### src/rtl/bcd_pkg.sv
// Shared BCD/seven-segment digit codes and the converter state encoding.
// Latency: n/a (constants only). Backpressure: n/a.
// The seven-segment decoder side imports the same code constants.
package bcd_pkg;

  localparam logic [3:0] BCD_E    = 4'b1010;
  localparam logic [3:0] BCD_F    = 4'b1100;
  localparam logic [3:0] BCD_DASH = 4'b1101;

  typedef enum logic [1:0] {
    IDLE  = 2'd0,
    SHIFT = 2'd1,
    DONE  = 2'd2
  } state_t;

endpackage

### src/rtl/bcd_add3.sv
// Double-dabble digit correction: adds 3 to a BCD digit that is 5 or more.
// Latency: combinational. Backpressure: none.
module bcd_add3 (
  input  logic [3:0] din,
  output logic [3:0] dout
);

  assign dout = (din >= 4'd5) ? din + 4'd3 : din;

endmodule

### src/rtl/bin2bcd_encoder.sv
// Sequential shift-and-add-3 binary to BCD converter; SIGNED_INPUT_EN selects two's complement input.
// Latency: done in cycle E+WIDTH+1 after the accepting edge E; one conversion per WIDTH+2 cycles.
// Backpressure: start is ignored (not queued) while busy is high.
module bin2bcd_encoder
  import bcd_pkg::*;
#(
  parameter int WIDTH  = 10,
  parameter int DIGITS = 4
) (
  input  logic                clk,
  input  logic                rst,
  input  logic                start,
  input  logic [WIDTH-1:0]    bin,
  output logic                busy,
  output logic                done,
  output logic [4*DIGITS-1:0] bcd,
  output logic                overflow,
  output logic                neg
);

  localparam int CW = $clog2(WIDTH + 1);
  localparam int AW = 4 * DIGITS;

  state_t           state, state_nxt;
  logic [WIDTH-1:0] sr;
  logic [AW-1:0]    acc;
  logic [AW-1:0]    acc_adj;
  logic [AW-1:0]    acc_shl;
  logic [WIDTH-1:0] sr_shl;
  logic [CW-1:0]    cnt;
  logic             ovf;
  logic             ovf_nxt;
  logic [WIDTH-1:0] mag;
  logic             last_shift;

  genvar g;
  generate
    for (g = 0; g < DIGITS; g++) begin : g_digit
      bcd_add3 u_add3 (
        .din  (acc[4*g +: 4]),
        .dout (acc_adj[4*g +: 4])
      );
    end
  endgenerate

  // Corrected digits and binary shift left as one register; the bit leaving the top digit means overflow.
  assign acc_shl    = {acc_adj[AW-2:0], sr[WIDTH-1]};
  assign sr_shl     = {sr[WIDTH-2:0], 1'b0};
  assign ovf_nxt    = ovf | acc_adj[AW-1];
  assign last_shift = (state == SHIFT) && (cnt == CW'(1));

`ifdef SIGNED_INPUT_EN
  logic sgn;
  // Two's complement negate in WIDTH bits maps -2^(WIDTH-1) onto its own unsigned magnitude.
  assign mag = bin[WIDTH-1] ? (~bin + WIDTH'(1)) : bin;

  always_ff @(posedge clk) begin
    if (rst) begin
      sgn <= 1'b0;
      neg <= 1'b0;
    end else begin
      if (state == IDLE && start) sgn <= bin[WIDTH-1];
      if (last_shift)             neg <= sgn;
    end
  end
`else
  assign mag = bin;
  assign neg = 1'b0;
`endif

  always_ff @(posedge clk) begin
    if (rst) state <= IDLE;
    else     state <= state_nxt;
  end

  always_comb begin
    state_nxt = state;
    case (state)
      IDLE:    if (start) state_nxt = SHIFT;
      SHIFT:   if (cnt == CW'(1)) state_nxt = DONE;
      DONE:    state_nxt = IDLE;
      default: state_nxt = IDLE;
    endcase
  end

  always_ff @(posedge clk) begin
    if (rst) begin
      sr       <= '0;
      acc      <= '0;
      cnt      <= '0;
      ovf      <= 1'b0;
      bcd      <= '0;
      overflow <= 1'b0;
    end else begin
      if (state == IDLE && start) begin
        sr  <= mag;
        acc <= '0;
        ovf <= 1'b0;
        cnt <= CW'(WIDTH);
      end else if (state == SHIFT) begin
        sr  <= sr_shl;
        acc <= acc_shl;
        ovf <= ovf_nxt;
        cnt <= cnt - CW'(1);
      end
      // Results land on the edge into DONE so they are valid while done is high.
      if (last_shift) begin
        bcd      <= ovf_nxt ? {DIGITS{BCD_E}} : acc_shl;
        overflow <= ovf_nxt;
      end
    end
  end

  assign busy = (state != IDLE);
  assign done = (state == DONE);

endmodule

### config.mk
export PLATFORM = sky130hd
export DESIGN_NAME = bin2bcd_encoder
export DESIGN_NICKNAME = d
export VERILOG_FILES = /design/src/rtl/bcd_pkg.sv /design/src/rtl/bcd_add3.sv /design/src/rtl/bin2bcd_encoder.sv
export SDC_FILE = /design/constraint.sdc
export NUM_CORES = 1
export LEC_CHECK = 0
export ABC_AREA = 1
export BUFFER_PORTS_ARGS = -buffer_cell sky130_fd_sc_hd__buf_2
export CAP_MARGIN = 10
export CORE_UTILIZATION = 39
export DETAILED_ROUTE_END_ITERATION = 10
export SYNTH_ARGS = -nofsm -noshare
export SYNTH_HDL_FRONTEND = slang
export SYNTH_SLANG_ARGS = --single-unit
### constraint.sdc
create_clock -name clk -period 1.9 [get_ports clk]
set_input_delay 0.285 -clock clk [delete_from_list [all_inputs] [get_ports clk]]
set_output_delay 0.285 -clock clk [all_outputs]
set_load 0.03 [all_outputs]
# Yosys cells after proc, flatten, opt, wreduce, memory -nomap -nowiden
# Cells that the tools add are included.
[word_totals] regBits=50 in_bits=13 out_inout_bits=20 wordCells=42
[op_classes] n_addsub=5 order_cmp=4 n_eq_ne=5 n_mux=12 bitwise=1 n_reduce_logical=7
[op_table] cell="$mux W4" n=6
[op_table] cell="$mux W10" n=2
[op_table] cell="$add A4 B2 Y4 const B" n=4
[op_table] cell="$ge A4 B3 Y1 const B" n=4
[op_table] cell="$mux W16" n=1
[op_table] cell="$eq A4 B1 Y1 const B" n=1
[op_table] cell="$mux W2" n=2
[op_table] cell="$ne A2 B2 Y1 const B" n=2
[op_table] cell="$pmux W2 S2" n=1
[op_table] cell="$reduce_bool A2 Y1" n=2
[op_table] cell="$sub A4 B1 Y4 const B" n=1
[op_table] cell="$eq A2 B1 Y1 const B" n=1
[op_table] cell="$eq A2 B2 Y1 const B" n=1
[op_table] cell="$logic_and A1 B1 Y1" n=2
[op_table] cell="$logic_not A2 Y1" n=1
[op_table] cell="$reduce_and A2 Y1" n=1
[op_table] cell="$reduce_or A2 Y1" n=1
[op_table] cell="$or A1 B1 Y1" n=1

# Depth between registers and ports, before layout
[depth] word_depth=4 mapped_depth=11 mapped_depth_nobuf=11

# Hierarchy
# Synthesis repeated with hierarchy kept, for this count alone.
[unflattened] hier_cells=348 hier_area_um2=2493.6
[by_module_without_submodules] mod="bin2bcd_encoder" instances=1 cells_per_inst=256 area_per_inst_um2=1953.1 seq_area_each_um2=1001.0
[by_module_without_submodules] mod="bcd_add3" instances=4 cells_per_inst=23 area_per_inst_um2=135.1 seq_area_each_um2=0.0

# Least setup slack after synthesis
# No wires, ideal clock.
[synth_path] path_type="register to register" from="register acc[12]" to="register bcd[11]" setup_ns=0.066 arrival_ns=1.304 required_time_ns=1.834 slack_ns=0.529 stages_incl_launch_ff=12 path_buffers=0 synth_period_minus_slack_ns=1.371 path_cell_list="dfxtp_1 inv_1 ha_1 inv_1 nand2_1 nand2_1 nand2_1 nor2_2 nor2_4 nand2_4 inv_4 a21oi_2"
[synth_via] elab_chain_len=4 elab_cells_between_ends=5 classes_between="add/sub (1); order compare (1); mux (2); bitwise (1)"
[synth_rtl] element="start: declaration" line="bin2bcd_encoder.sv:26" source="logic [AW-1:0] acc;"
[synth_rtl] element="start signal: assignment" line="bin2bcd_encoder.sv:102" source="acc <= acc_shl;"
[synth_rtl] element="$add A4 B2 Y4 or $ge A4 B3 Y1 (tied branches)" line="bcd_add3.sv:8" source="assign dout = (din >= 4'd5) ? din + 4'd3 : din;"
[synth_rtl] element="$mux W4 *" line="bcd_add3.sv:8"
[synth_rtl] element="$or A1 B1 Y1 *" line="bin2bcd_encoder.sv:49" source="assign ovf_nxt = ovf | acc_adj[AW-1];"
[synth_rtl] element="$mux W16 *" line="bin2bcd_encoder.sv:108" source="bcd <= ovf_nxt ? {DIGITS{BCD_E}} : acc_shl;"
[synth_rtl] element="end signal: assignment" line="bin2bcd_encoder.sv:108"
[synth_rtl] element="end: declaration" line="bin2bcd_encoder.sv:16" source="output logic [4*DIGITS-1:0] bcd,"
# Mark *: on every way between the ends. The rest lies on a longest branch, timed or not.
# A chain may end at the register's enable or synchronous reset.

# Final worst setup path
[layout_path] from="register acc[13]" to="register bcd[3]"
# Same word-level chain as after synthesis.

==> impl_metrics.csv <==
group,metric,value,unit
detailed_routing,routedWlPerCell,11.4,µm
global_routing,antenna_found_initial,0,
synthesis,syn_nets,362,
synthesis,post_synth_instance_area,2460,µm²
sta,slew_violations,0,
final_layout,final_core_util,46.4,%
sta,period_needed,1.55,ns
clock_tree,root_buffer,"clkbuf_8",
power_and_ir_drop,worst_case_vdd_ir_drop,385,µV
global_routing,grt_overflow_total,0,
synthesis,yosysUniqueCellTypes,27,
critical_path,timing.critical_path.from_type,"flop",
clock_tree,cts_inserted_buffers,5,
die,chipWidth,81.4,µm
sta,report.final.hold_viol_count,0,
sta,fin_tns_setup,0,ns
synthesis,synth-edff-count,0,
clock_tree,post-cts-setup-buffers,0,
synthesis,synth_seq_cells,50,
final_layout,regArea,1000,µm²
placed_design,buffer_ports.inserted,31,
global_routing,groute.usage.overall,17.2,%
final_layout,final_layout_size_suffix_gt1_share,17.5,%
power_and_ir_drop,power.share.sequential,53.9,%
flow_run,cap_violations,0,
synthesis,syn_avg_cell_area,7.25,µm²
power_and_ir_drop,clkPwrFrac,30.5,%
detailed_routing,detail_route.vias_per_cell,4.80,
die,floorplan.initialDensity,41.0,%
final_layout,antennaDiodeCount,0,
synthesis,dominantRegCellSynth,"dfxtp_1",
synthesis,synth_warnings,0,
placed_design,hpwl,3800,µm
status,outcome,"finished, final reports clean",
die,top_level_ports,33,
critical_path,worst-r2r-setup-slack,0.35,ns
power_and_ir_drop,power_switching_share,28.4,%
clock_tree,clk_pin_slew,0.09,ns
synthesis,yosys-top-cells-area,"dfxtp_1, nand2_1, inv_1, o21ai_0, nand3_1",
synthesis,top_area_cell_type_share_of_the_netlist_area,40.8,%
critical_path,crit_end,"bcd[3]",
clock_tree,cts_max_path_buffers,2,
sta,finalHoldWorstSlack,0.245,ns
global_routing,grt_start_max_net_pins,21,
placed_design,routabilityCongestion,0.787,
sta,clock.fmax,644,MHz
sta,total_of_endpoints_with_negative_setup_slack_in_the_final_report,0,
detailed_routing,postRouteWirelength,5100,µm
die,row_count,28,
clock_tree,clock_insertion_delay_worst_skew,0.30,ns
critical_path,critPathRequiredTime,2.09,ns
power_and_ir_drop,cell_internal_pwr,1500,µW
power_and_ir_drop,power_density,755,nW/µm²
critical_path,setup.worst_path.end_class,"flop",
clock_tree,post_cts.resized_instances,0,
detailed_routing,drtAntennaViolNets,0,
final_layout,growth_of_design_area_from_synthesis_to_finish,13.1,%
power_and_ir_drop,power.leakage,0.00131,µW
final_layout,multiInputGateArea,1160,µm²
clock_tree,cts.sinks,50,
critical_path,rr_worst_depth,11,
die,coreArea,5990,µm²
sta,grt_setup_unrepaired,"no",
final_layout,final_nets,393,
clock_tree,cts_hold_repair.buffers,0,
detailed_routing,drt_pass1_iterations,4,
critical_path,highest_fanout_seen_on_the_critical_path,8,
clock_tree,clock_tree.htree_level_count,2,
min_path,min_path_type,"primary input to flop",
clock_tree,tritoncts,"yes",
synthesis,synth_top_cells_by_count,"nand2_1, inv_1, dfxtp_1",
die,die_outline_area,6620,µm²
detailed_routing,route.detailed.drc,0,
critical_path,critPathArrivalTime,1.74,ns
detailed_routing,via_count,2139,
final_layout,fillCellCount,632,
synthesis,postSynth.asyncResetShare,0,%
detailed_routing,drt-initial-drc-count,86,
synthesis,synth_most_common_cell,"nand2_1",
synthesis,ys_seq_area_share,40.8,%
power_and_ir_drop,share_comb_of_total_power,15.7,%
synthesis,netlist_instances,339,
power_and_ir_drop,switchingPower,595,µW
global_routing,grt_pass1_vias,1975,
die,dieHeight,81.4,µm
critical_path,regToRegEndpoint,"bcd[3]",
critical_path,critical_path.reg2reg.startpoint,"acc[13]",
critical_path,worst-setup-path-type,"flop to flop",
sta,finalClockSkew,0.00686,ns
sta,final.period_utilization,81.7,%
synthesis,synthDominantAreaCellType,"dfxtp_1",
global_routing,grt_first_pass_wirelength,8780,µm
critical_path,crit_path_start,"acc[13]",
## cell families after synthesis
family                   Yosys count  synth area share (%)
AND/OR/NAND/NOR                  128                  22.9
AO/OA/AOI/OAI                     77                  17.6
other                              1                 0.153
flip-flops                        50                  40.8
XOR/XNOR                           4                  1.43
adder cells (fa/ha/maj)           10                  5.09
buffers and inverters             69                  12.1
## how the worst min path moves through the flow
stage / start / end / slack [ns] / cells after the start
3_5_place_dp: sr[0] / sr[0] / 0.46 / 2
3_3_place_gp: sr[0] / sr[0] / 0.45 / 2
2_1_floorplan: sr[0] / sr[0] / 0.44 / 2
6_report: bin[0] / sr[0] / 0.24 / 3
4_1_cts: bin[0] / sr[0] / 0.24 / 3
5_1_grt: bin[0] / sr[0] / 0.23 / 3
## sequential cells by signal, summed over array words and instances, names as in the netlist
register / count
sr: 10
ovf: 1
bcd: 16
overflow: 1
acc: 16
state: 2
cnt: 4
## power by group through the flow
stage / registers (µW) / logic (µW) / clock network (µW)
2_1_floorplan: 1160 / 244 / 0
4_1_cts: 1130 / 332 / 663
3_5_place_dp: 1150 / 331 / 0
6_report: 1130 / 328 / 639
5_1_grt: 1140 / 379 / 714
3_3_place_gp: 1150 / 328 / 0
## placed cells by master (no fill, tap or decap), types with 2 or more instances in the layout
cell type | Yosys | final
nand2_1 | 70 | 70
ha_1 | 10 | 10
nand2_2 | 4 | 4
a21oi_2 | 6 | 6
a21oi_1 | 24 | 24
buf_4 | 4 | 6
nor2_1 | 21 | 21
nand3_2 | 2 | 2
nand3_1 | 27 | 27
o211ai_1 | 3 | 3
xor2_1 | 4 | 4
inv_1 | 53 | 53
a31oi_1 | 9 | 9
buf_2 | 4 | 31
o21ai_0 | 33 | 33
clkbuf_8 | 0 | 6
dfxtp_1 | 50 | 50
nor2_4 | 2 | 2
## area by class of cell
class / instances / share of cell area (%)
clock buffer: 6 / 2.97
inverter: 55 / 7.52
clock inverter: 2 / 0.450
multi-input combinational: 220 / 41.7
timing repair buffer: 38 / 7.93
tap: 75 / 3.38
sequential: 50 / 36.0
## layer usage
metal / track usage, % / part of all wire (%)
met5: 0 / 0
met1: 21.3 / 48
met4: 4.64 / 1.0
met3: 3.48 / 2.6
met2: 30.1 / 48
## stage by stage
step	worst slack, ns	instance area, µm²	cells	power (µW)
final	0.347	2780	446	2100
after CTS	0.338	2780	446	2130
after floorplan	0.529	2460	339	1400
after global placement	0.350	2680	438	1480
after global routing	0.177	2780	446	2230
after detailed placement	0.363	2680	438	1490
## worst max-delay path, cell delays in order (launching register included)
cell,delay [ns]
dfxtp_1,0.34
inv_1,0.12
ha_1,0.18
inv_1,0.04
nand2_1,0.08
nand2_1,0.07
nand2_1,0.07
nor2_2,0.05
nor2_4,0.21
nand2_4,0.10
inv_4,0.12
a21oi_2,0.06
Power figures use the tool's default switching activity.
